### src/rtl/sha256_round_ctrl.sv
// SHA-256 round sequencer: steps I/K through the 64 rounds and owns the H0..H7 chaining state.
// Optional SHA224_EN adds MODE_224 to select the SHA-224 IV on a first block.
module sha256_round_ctrl #(
  parameter int ROUNDS = 64
) (
  input  logic         CLK,
  input  logic         RESET,
  input  logic         START,
  input  logic         FIRST_BLK,
`ifdef SHA224_EN
  input  logic         MODE_224,
`endif
  input  logic         W_VALID,
  input  logic [255:0] WORK_IN,
  output logic         LOAD,
  output logic         STEP,
  output logic [5:0]   I,
  output logic [31:0]  K,
  output logic [255:0] H_OUT,
  output logic         BUSY,
  output logic         DONE
);

  localparam logic [255:0] IV256 = {32'h6a09e667, 32'hbb67ae85, 32'h3c6ef372, 32'ha54ff53a,
                                    32'h510e527f, 32'h9b05688c, 32'h1f83d9ab, 32'h5be0cd19};
  localparam logic [255:0] IV224 = {32'hc1059ed8, 32'h367cd507, 32'h3070dd17, 32'hf70e5939,
                                    32'hffc00b31, 32'h68581511, 32'h64f98fa7, 32'hbefa4fa4};
  localparam logic [5:0]   LAST  = 6'(ROUNDS - 1);

  typedef enum logic [2:0] {S_IDLE, S_LOAD, S_RUN, S_ADD, S_FIN} state_t;

  state_t        state_q;
  logic [5:0]    idx_q;
  logic          load_q, busy_q, done_q;
  logic [255:0]  h_q, h_d, iv_d;

  function automatic logic [31:0] k_rom(input logic [5:0] idx);
    logic [31:0] k;
    k = 32'h0;
    case (idx)
      6'd0:  k = 32'h428a2f98; 6'd1:  k = 32'h71374491; 6'd2:  k = 32'hb5c0fbcf; 6'd3:  k = 32'he9b5dba5;
      6'd4:  k = 32'h3956c25b; 6'd5:  k = 32'h59f111f1; 6'd6:  k = 32'h923f82a4; 6'd7:  k = 32'hab1c5ed5;
      6'd8:  k = 32'hd807aa98; 6'd9:  k = 32'h12835b01; 6'd10: k = 32'h243185be; 6'd11: k = 32'h550c7dc3;
      6'd12: k = 32'h72be5d74; 6'd13: k = 32'h80deb1fe; 6'd14: k = 32'h9bdc06a7; 6'd15: k = 32'hc19bf174;
      6'd16: k = 32'he49b69c1; 6'd17: k = 32'hefbe4786; 6'd18: k = 32'h0fc19dc6; 6'd19: k = 32'h240ca1cc;
      6'd20: k = 32'h2de92c6f; 6'd21: k = 32'h4a7484aa; 6'd22: k = 32'h5cb0a9dc; 6'd23: k = 32'h76f988da;
      6'd24: k = 32'h983e5152; 6'd25: k = 32'ha831c66d; 6'd26: k = 32'hb00327c8; 6'd27: k = 32'hbf597fc7;
      6'd28: k = 32'hc6e00bf3; 6'd29: k = 32'hd5a79147; 6'd30: k = 32'h06ca6351; 6'd31: k = 32'h14292967;
      6'd32: k = 32'h27b70a85; 6'd33: k = 32'h2e1b2138; 6'd34: k = 32'h4d2c6dfc; 6'd35: k = 32'h53380d13;
      6'd36: k = 32'h650a7354; 6'd37: k = 32'h766a0abb; 6'd38: k = 32'h81c2c92e; 6'd39: k = 32'h92722c85;
      6'd40: k = 32'ha2bfe8a1; 6'd41: k = 32'ha81a664b; 6'd42: k = 32'hc24b8b70; 6'd43: k = 32'hc76c51a3;
      6'd44: k = 32'hd192e819; 6'd45: k = 32'hd6990624; 6'd46: k = 32'hf40e3585; 6'd47: k = 32'h106aa070;
      6'd48: k = 32'h19a4c116; 6'd49: k = 32'h1e376c08; 6'd50: k = 32'h2748774c; 6'd51: k = 32'h34b0bcb5;
      6'd52: k = 32'h391c0cb3; 6'd53: k = 32'h4ed8aa4a; 6'd54: k = 32'h5b9cca4f; 6'd55: k = 32'h682e6ff3;
      6'd56: k = 32'h748f82ee; 6'd57: k = 32'h78a5636f; 6'd58: k = 32'h84c87814; 6'd59: k = 32'h8cc70208;
      6'd60: k = 32'h90befffa; 6'd61: k = 32'ha4506ceb; 6'd62: k = 32'hbef9a3f7; 6'd63: k = 32'hc67178f2;
      default: k = 32'h0;
    endcase
    return k;
  endfunction

  // Lane-wise feed-forward; carries never cross a 32-bit word boundary.
  always_comb begin
    h_d = '0;
    for (int n = 0; n < 8; n++) begin
      h_d[n*32 +: 32] = h_q[n*32 +: 32] + WORK_IN[n*32 +: 32];
    end
  end

  always_comb begin
`ifdef SHA224_EN
    iv_d = MODE_224 ? IV224 : IV256;
`else
    iv_d = IV256;
`endif
  end

  always_ff @(posedge CLK or posedge RESET) begin
    if (RESET) begin
      state_q <= S_IDLE;
      idx_q   <= 6'd0;
      load_q  <= 1'b0;
      busy_q  <= 1'b0;
      done_q  <= 1'b0;
      h_q     <= IV256;
    end else begin
      load_q <= 1'b0;
      done_q <= 1'b0;
      case (state_q)
        S_IDLE: begin
          if (START) begin
            state_q <= S_LOAD;
            load_q  <= 1'b1;
            busy_q  <= 1'b1;
            idx_q   <= 6'd0;
            if (FIRST_BLK) h_q <= iv_d;
          end
        end
        S_LOAD: state_q <= S_RUN;
        S_RUN: begin
          if (W_VALID) begin
            if (idx_q == LAST) begin
              idx_q   <= 6'd0;
              state_q <= S_ADD;
            end else begin
              idx_q <= idx_q + 6'd1;
            end
          end
        end
        S_ADD: begin
          h_q     <= h_d;
          done_q  <= 1'b1;
          state_q <= S_FIN;
        end
        S_FIN: begin
          busy_q  <= 1'b0;
          state_q <= S_IDLE;
        end
        default: state_q <= S_IDLE;
      endcase
    end
  end

  assign STEP  = (state_q == S_RUN) && W_VALID;
  assign LOAD  = load_q;
  assign DONE  = done_q;
  assign BUSY  = busy_q;
  assign I     = idx_q;
  assign K     = k_rom(idx_q);
  assign H_OUT = h_q;

endmodule

### config.mk
export PLATFORM = sky130hd
export DESIGN_NAME = sha256_round_ctrl
export DESIGN_NICKNAME = d
export VERILOG_FILES = /design/src/rtl/sha256_round_ctrl.sv
export SDC_FILE = /design/constraint.sdc
export NUM_CORES = 1
export LEC_CHECK = 0
export ABC_AREA = 1
export CAP_MARGIN = 0
export CORE_ASPECT_RATIO = 1.75
export CORE_MARGIN = 5
export CORE_UTILIZATION = 35
export DETAILED_ROUTE_END_ITERATION = 16
export PLACE_DENSITY = 0.67
export SLEW_MARGIN = 20
export SYNTH_ARGS = -nofsm -noshare
export SYNTH_HDL_FRONTEND = slang
export SYNTH_SLANG_ARGS = --single-unit
### constraint.sdc
create_clock -name CLK -period 10.55 [get_ports CLK]
set_input_delay 2.11 -clock CLK [delete_from_list [all_inputs] [get_ports CLK]]
set_output_delay 2.11 -clock CLK [all_outputs]
set_load 0.03 [all_outputs]
# ---- Word-level counts from Yosys, hierarchy flattened
# Memory sizes are Yosys's and may differ from the RTL's.
# Cells that the tools add are included.
dict set report op_classes {
  add_sub_neg 9
  eq_ne 9
  n_mux 16
  reduce_logical 9
}
# op count
set op_table {}
lappend op_table {{2-to-1 mux 256 bit} 2}
lappend op_table {{case mux 256 bit (2 select lines)} 1}
lappend op_table {{adder 32 bit} 8}
lappend op_table {{2-to-1 mux 6 bit} 3}
lappend op_table {{case mux 3 bit (4 select lines)} 1}
lappend op_table {{case mux 6 bit (2 select lines)} 1}
lappend op_table {{2-to-1 mux 3 bit} 3}
lappend op_table {{AND reduction 3 bit} 3}
lappend op_table {{inequality test 2 bit, second input constant} 4}
lappend op_table {{adder 6 x 1 -> 6 bit, second input constant} 1}
lappend op_table {{== test 3 x 2 -> 1 bit, second input constant} 2}
lappend op_table {{== test 6 bit, second input constant} 1}
lappend op_table {{nonzero test 2 bit} 3}
lappend op_table {{2-to-1 mux 1 bit} 4}
lappend op_table {{== test 3 x 1 -> 1 bit, second input constant} 1}
lappend op_table {{== test 3 bit, second input constant} 1}
lappend op_table {{zero test 3 bit} 1}
lappend op_table {{case mux 1 bit (2 select lines)} 1}
lappend op_table {{AND reduction 2 bit} 1}
lappend op_table {{logical AND 1 bit} 1}
dict set report word_totals {
  reg_bits 268
  rom_bits 2048
  input_bits 261
  wordCells 50
  mem_count 1
}
# name words word_bits rd rd_ports_with_merged_regs write_ports line
set memory_table {}
lappend memory_table {{(name not given)} 64 32 1 0 0 40} ;# case (idx)

# ---- Depth between registers and ports, before layout
# Gate-level depths: netlist (run 1).
dict set report depth {
  word_depth 4
  mapped_depth 15
  depth_no_buf 15
}

# ---- Worst setup path after synthesis (run 1)
# Ideal clock, no wire load.
dict set report synth_timing {
  kind {reg-to-output}
  startpoint {register idx_q[1] (netlist: I[1])}
  endpoint {output port K[4]}
  t_arrival_ns 2.806
  required_time_ns 8.440
  slack_ns 5.634
  path_stages_with_launch 6
  path_cell_list {dfrtp_1 -> inv_1 -> ha_1 -> inv_1 -> nor2_1 -> o311ai_0}
}
dict set report synth_between {
  elab_chain_cells 1
}
# item line
set synth_rtl {}
lappend synth_rtl {{start, declared} 33} ;# logic [5:0] idx_q;
lappend synth_rtl {{start signal, assigned} 106} ;# idx_q <= idx_q + 6'd1;
lappend synth_rtl {{memory read (64 x 32 bit)} n/a}
lappend synth_rtl {{end, declared} 18} ;# output logic [31:0] K,
# Every way passes these cells.

# ---- Worst setup path in the final report (run 1)
dict set report layout_timing {
  startpoint {register idx_q[4] (netlist: I[4])}
  endpoint {output port K[26]}
}
# The elaborated chain is that of the path after synthesis.

==> impl_metrics.json, run 1 <==
{
  "clk-insertion-delay-late_ns": 0.56,
  "syn_area_per_cell_sq_um": 5.79,
  "r2r-start": "state_q[2]",
  "syn_nets": 5852,
  "leakagePower_nw": 21.1,
  "critPathLaunch": "I[4]",
  "grt_max_degree": 80,
  "status": "completed",
  "hold_viol_final": 0,
  "hp-class": "reg2reg",
  "synth_top_area_share": 0.245,
  "required_ns": 8.44,
  "globalRouteOverflowTotal": 0,
  "tightest_slew_ns": 1.02,
  "fin_crit_ns": 6.70,
  "ys_warn_count": 0,
  "final-setup-viol-count": 0,
  "cts_hold_buf": 0,
  "path_clk_slew_ns": 0.06,
  "yosysUniqueCellTypes": 56,
  "synth-edff-count": 0,
  "total_power_w": 0.0109,
  "vdd_drop_max_uv": 279,
  "core_area_sq_um": 87700,
  "final_nets": 6374,
  "fp-row-count": 144,
  "drtIter0Drc": 2220,
  "vias": 35300,
  "grt_usage": 0.289,
  "cts.path.max_buffers": 3,
  "grt_antenna_before_repair": 32,
  "tritoncts": "yes",
  "fp.dieArea_sq_um": 94300,
  "fin_area_sq_um": 38700,
  "wl_per_cell_um": 20.1,
  "drt_first_pass_iters": 8,
  "async_flop_share": 1.00,
  "synth.most_common_cell": "nand2_1",
  "drc": 0,
  "die_y_um": 403,
  "io_pins": 559,
  "seq_area_frac_synth": 0.223,
  "grt_pass1_vias": 34600,
  "vias_per_cell": 5.01,
  "port-buffer-count": 558,
  "crit_end": "K[26]",
  "setup.worst_path.end_class": "primary output",
  "worstPathMaxFanout": 46,
  "ctsResizeCount": 0,
  "relSlewSlack": 0.321,
  "drv_cap": 0,
  "fill_cells": 9567,
  "grt_pass1_wl_um": 208000,
  "synth_top_area_cell": "nand2_1",
  "cts_made_buffers": 34,
  "place_ws_ns": 4.76,
  "start_util": 0.351,
  "place_area_sq_um": 37500,
  "drive_above_1_share": 0.0496,
  "syn2layout_area_growth_pct": 25.7,
  "crit_type": "reg2out",
  "netlist_area_sq_um": 30800,
  "final.setup.tns_ns": 0,
  "die_w_um": 234,
  "hpwl_um": 116000,
  "worst_slack_ns": 3.85,
  "fmax_mhz": 149,
  "min_period_over_period": 0.635,
  "totalWireLength_um": 142000,
  "worst_hold_slack_ns": 0.510,
  "synth_common_cells": "nand2_1 (2009), inv_1 (974), nor2_1 (495)",
  "worstPathArrival_ns": 4.59,
  "r2r_setup_slack_ns": 7.05,
  "synthTopCellsByArea": "nand2_1 (24%), inv_1 (12%), dfstp_2 (12%)",
  "h-tree-depth": 2,
  "root_buffer": "clkbuf_16",
  "antenna_left": 0,
  "pwr_density_cell_nw_per_um2": 281,
  "reg2reg_depth": 7,
  "postSynthCellCount": 5318,
  "routabilityCongestion": 1.03,
  "clock_skew_ns": 0.0275,
  "drv_slew": 0,
  "ys_seq_elements": 268,
  "rsz0062_at_grt": "false",
  "cts.sinks": 268,
  "synth_flop_cell": "dfstp_2",
  "r2r-end": "H_OUT[206]",
  "cp-start-kind": "flip-flop",
  "postCtsSetupRepairBufs": 0
}
-- power breakdown --
group | internal (W) | switching, W | total [W]
clock | 0.000736 | 0.000521 | 0.00126
combinational | 0.00260 | 0.00506 | 0.00765
sequential | 0.00157 | 0.000422 | 0.00199
total | 0.00490 | 0.00600 | 0.0109
-- kinds of logic after synthesis --
group,Yosys count,share of synthesized area
and+or+nand+nor,3024,0.396
buffers and inverters,1068,0.135
DFF,268,0.223
AOI/OAI and AO/OA,624,0.116
adders and majority gates,273,0.113
xor gates and xnor gates,61,0.0173
-- registers in the layout, indices dropped and copies added, names as in the netlist --
register,cells
H_OUT,256
LOAD,1
state_q,3
I,6
DONE,1
BUSY,1
-- per-layer routing --
layer | up-vias | global-route usage | part of all wire
met1 | 16000 | 0.297 | 0.35
met3 | 393 | 0.0644 | 0.073
met2 | 1232 | 0.524 | 0.50
li1 | 17600 | - | -
met5 | - | 0 | 0.00067
met4 | 14 | 0.177 | 0.073
-- worst min-delay path by stage --
stage / start / endpoint / slack [ns] / cells past startpoint
floorplan: state_q[2] / state_q[1] / 0.50 / 1
global placement: H_OUT[76] / H_OUT[76] / 0.49 / 2
detailed placement: H_OUT[16] / H_OUT[16] / 0.50 / 2
CTS: H_OUT[98] / H_OUT[98] / 0.51 / 2
global route: H_OUT[98] / H_OUT[98] / 0.53 / 2
finish: H_OUT[98] / H_OUT[98] / 0.51 / 2
-- critical path, stage by stage, from the launching register on --
cell	delay, ns
dfrtp_2	0.33
buf_4	0.49
inv_2	0.49
nand2_1	0.63
inv_1	0.34
a221oi_1	0.89
a21oi_1	0.18
clkdlybuf4s50_1	0.66
-- through the flow --
| step | std cells | utilization |
|---|---|---|
| finish | 7051 | 0.442 |
| global route | 7043 | 0.441 |
| CTS | 7034 | 0.441 |
| detailed placement | 6972 | 0.428 |
| global placement | 6972 | 0.428 |
| floorplan | 5318 | - |
-- area by class of cell --
| cell class | instances | area (sq um) | area share |
|---|---|---|---|
| Clock buffer | 54 | 1090 | 0.0281 |
| Timing Repair Buffer | 576 | 5720 | 0.148 |
| Clock inverter | 8 | 75.1 | 0.00194 |
| Sequential cell | 268 | 6880 | 0.178 |
| Antenna cell | 17 | 42.5 | 0.00110 |
| Tap cell | 1168 | 1460 | 0.0377 |
| Multi-Input combinational cell | 3982 | 19800 | 0.511 |
| Inverter | 978 | 3690 | 0.0951 |
-- cell usage in the layout (no fill, tap or decap), drive strengths merged, types with 6 or more instances in the layout --
cell type and n:
nand3 339, inv 979, a32o 6, nand2 2013, nand3b 14, xnor2 10, a21o 11, a21oi 272
buf 18, o21bai 29, a21boi 6, nor2 501, o211ai 13, a31oi 11, o311ai 6, o221ai 9
o22ai 50, clkbuf 54, clkdlybuf4s50 558, a22oi 7, dfstp 136, dfrtp 132, nand4 28, ha 265
fa 8, or2 58, and2 14, o21ai 178, xor2 51, nor3 47, diode 17
Power figures use the tool's default switching activity.
==> run 2, diff against run 1 <==
==> constraint.sdc (replaced) <==
create_clock -name CLK -period 6.9 [get_ports CLK]
set_input_delay 1.38 -clock CLK [delete_from_list [all_inputs] [get_ports CLK]]
set_output_delay 1.38 -clock CLK [all_outputs]
set_load 0.03 [all_outputs]
==> run 2 against run 1 <==
Compared with the run above:
- sequential share of layout area is 0.088 points lower
- via count is 0.27% higher
- clock-buffer cell count is 4 lower
- cell count is 0.26% higher
- routed wire length is 0.94% higher
- critical path depth is 4 higher
- worst hold slack hardly changed
- cell area is 0.50% higher
- critical path type unchanged
==> impl_metrics.json, run 2 (synthesis results as in run 1) <==
{
  "grt_pass1_vias": 34500,
  "grt_antenna_before_repair": 33,
  "wl_per_cell_um": 20.3,
  "cts_hold_buf": 0,
  "grt_pass1_wl_um": 209000,
  "leakagePower_nw": 21.2,
  "drive_above_1_share": 0.0514,
  "required_ns": 5.52,
  "status": "completed",
  "cts.path.max_buffers": 3,
  "fp-row-count": 144,
  "rsz0062_at_grt": "false",
  "h-tree-depth": 2,
  "cts.sinks": 268,
  "hpwl_um": 115000,
  "layout_common_cells": "nand2_1 (2009), inv_1 (972), clkdlybuf4s50_1 (558), nor2_1 (494), nand3_1 (338)",
  "vias_per_cell": 5.01,
  "hp-class": "reg2reg",
  "clock_skew_ns": 0.0276,
  "path_cells": "inv_1 > ha_1 > buf_4 > nor2_1 > inv_1 > nand2_1 > nand2_1 > a21oi_1 > o21ai_0 > o2111ai_1 > clkdlybuf4s50_1",
  "final.setup.tns_ns": 0,
  "root_buffer": "clkbuf_16",
  "drt_first_pass_iters": 6,
  "path_clk_slew_ns": 0.06,
  "postCtsSetupRepairBufs": 0,
  "worstPathMaxFanout": 15,
  "drc": 0,
  "start_util": 0.351,
  "dp.cells": 6980,
  "final_common_cell": "nand2_1",
  "routabilityCongestion": 1.04,
  "cp-start-kind": "flip-flop",
  "io_pins": 559,
  "final_nets": 6384,
  "fin_crit_ns": 5.79,
  "globalRouteOverflowTotal": 0,
  "final_cells": 7069,
  "clk-insertion-delay-late_ns": 0.58,
  "fp.dieArea_sq_um": 94300,
  "tightest_slew_ns": 1.00,
  "max_stage_delay_ns": 0.79,
  "drv_slew": 0,
  "min_period_over_period": 0.839,
  "ctsResizeCount": 0,
  "final-setup-viol-count": 0,
  "drtIter0Drc": 2180,
  "totalWireLength_um": 143000,
  "largest_reg_flops": 256,
  "vdd_drop_max_uv": 396,
  "crit_type": "reg2out",
  "cts_made_buffers": 36,
  "tritoncts": "yes",
  "antenna_left": 0,
  "fmax_mhz": 173,
  "setup.worst_path.end_class": "primary output",
  "slowest_stage": "dfrtp_1",
  "port-buffer-count": 558,
  "vias": 35400,
  "die_w_um": 234,
  "hold_viol_final": 0,
  "pwr_density_cell_nw_per_um2": 433,
  "syn2layout_area_growth_pct": 26.4,
  "worstPathArrival_ns": 4.41,
  "drv_cap": 0,
  "relSlewSlack": 0.315,
  "core_area_sq_um": 87700,
  "die_y_um": 403,
  "grt_usage": 0.291,
  "grt_max_degree": 128
}
==> run 2: cell count changes in the layout (fill, tap and decap cells not counted), sizes merged <==
cell      delta
clkinvlp     +2
clkinv       +2
diode        +6
clkbuf       -4
bufinv       +4
buf          +8
==> run 2: cell type report <==
type / count / area [sq um]
Fill cell: 9446 / 48800
Timing Repair Buffer: 584 / 5820
Multi-Input combinational cell: 3982 / 19800
Tap cell: 1168 / 1460
Clock buffer: 50 / 1020
Inverter: 978 / 3680
Antenna cell: 23 / 57.6
Clock inverter: 16 / 225
Sequential cell: 268 / 6880
==> run 2: where the power goes <==
group / internal, W / total (W) / switching [W]
combinational: 0.00398 / 0.0117 / 0.00773
clock: 0.00123 / 0.00207 / 0.000839
sequential: 0.00239 / 0.00306 / 0.000664
total: 0.00761 / 0.0168 / 0.00923
==> run 2: worst paths after layout <==
path / start / endpoint / slack [ns] / cells after the start
setup / recovery: I[1] / K[11] / 1.11 / 11
hold / removal: H_OUT[137] / H_OUT[137] / 0.51 / 2
setup reg to reg: state_q[2] / H_OUT[212] / 2.80 / 8
hold reg to reg: H_OUT[137] / H_OUT[137] / 0.51 / 2
max in group asynchronous: RESET / H_OUT[255] / 4.36 / 3
min in group asynchronous: RESET / H_OUT[155] / 1.30 / 2
==> run 2: per-stage QoR <==
step	utilization	worst slack (ns)	hold slack, ns	total power [W]	cell area [sq um]
after global placement	0.429	1.90	0.494	0.0146	37600
after floorplan	-	2.09	0.496	0.0105	30800
final	0.444	1.11	0.509	0.0168	38900
after detailed placement	0.429	1.93	0.498	0.0147	37600
after global routing	0.443	1.02	0.527	0.0181	38900
after CTS	0.443	1.30	0.514	0.0168	38900
==> run 2: worst max-delay path, delay by kind of cell (launching register included) <==
family	cells	cell delay, ns
simple gates	3	0.67
compound gates	3	0.79
buf+inv	4	1.28
fa+ha+maj	1	0.30
flops	1	0.79
==> run 2: metal layers <==
layer  global-route usage  part of all wire  wire, um
met1                0.300              0.36     51200
met2                0.527              0.50     71100
met3               0.0634             0.071     10100
met4                0.183             0.074     10600
met5                    0           0.00082       118
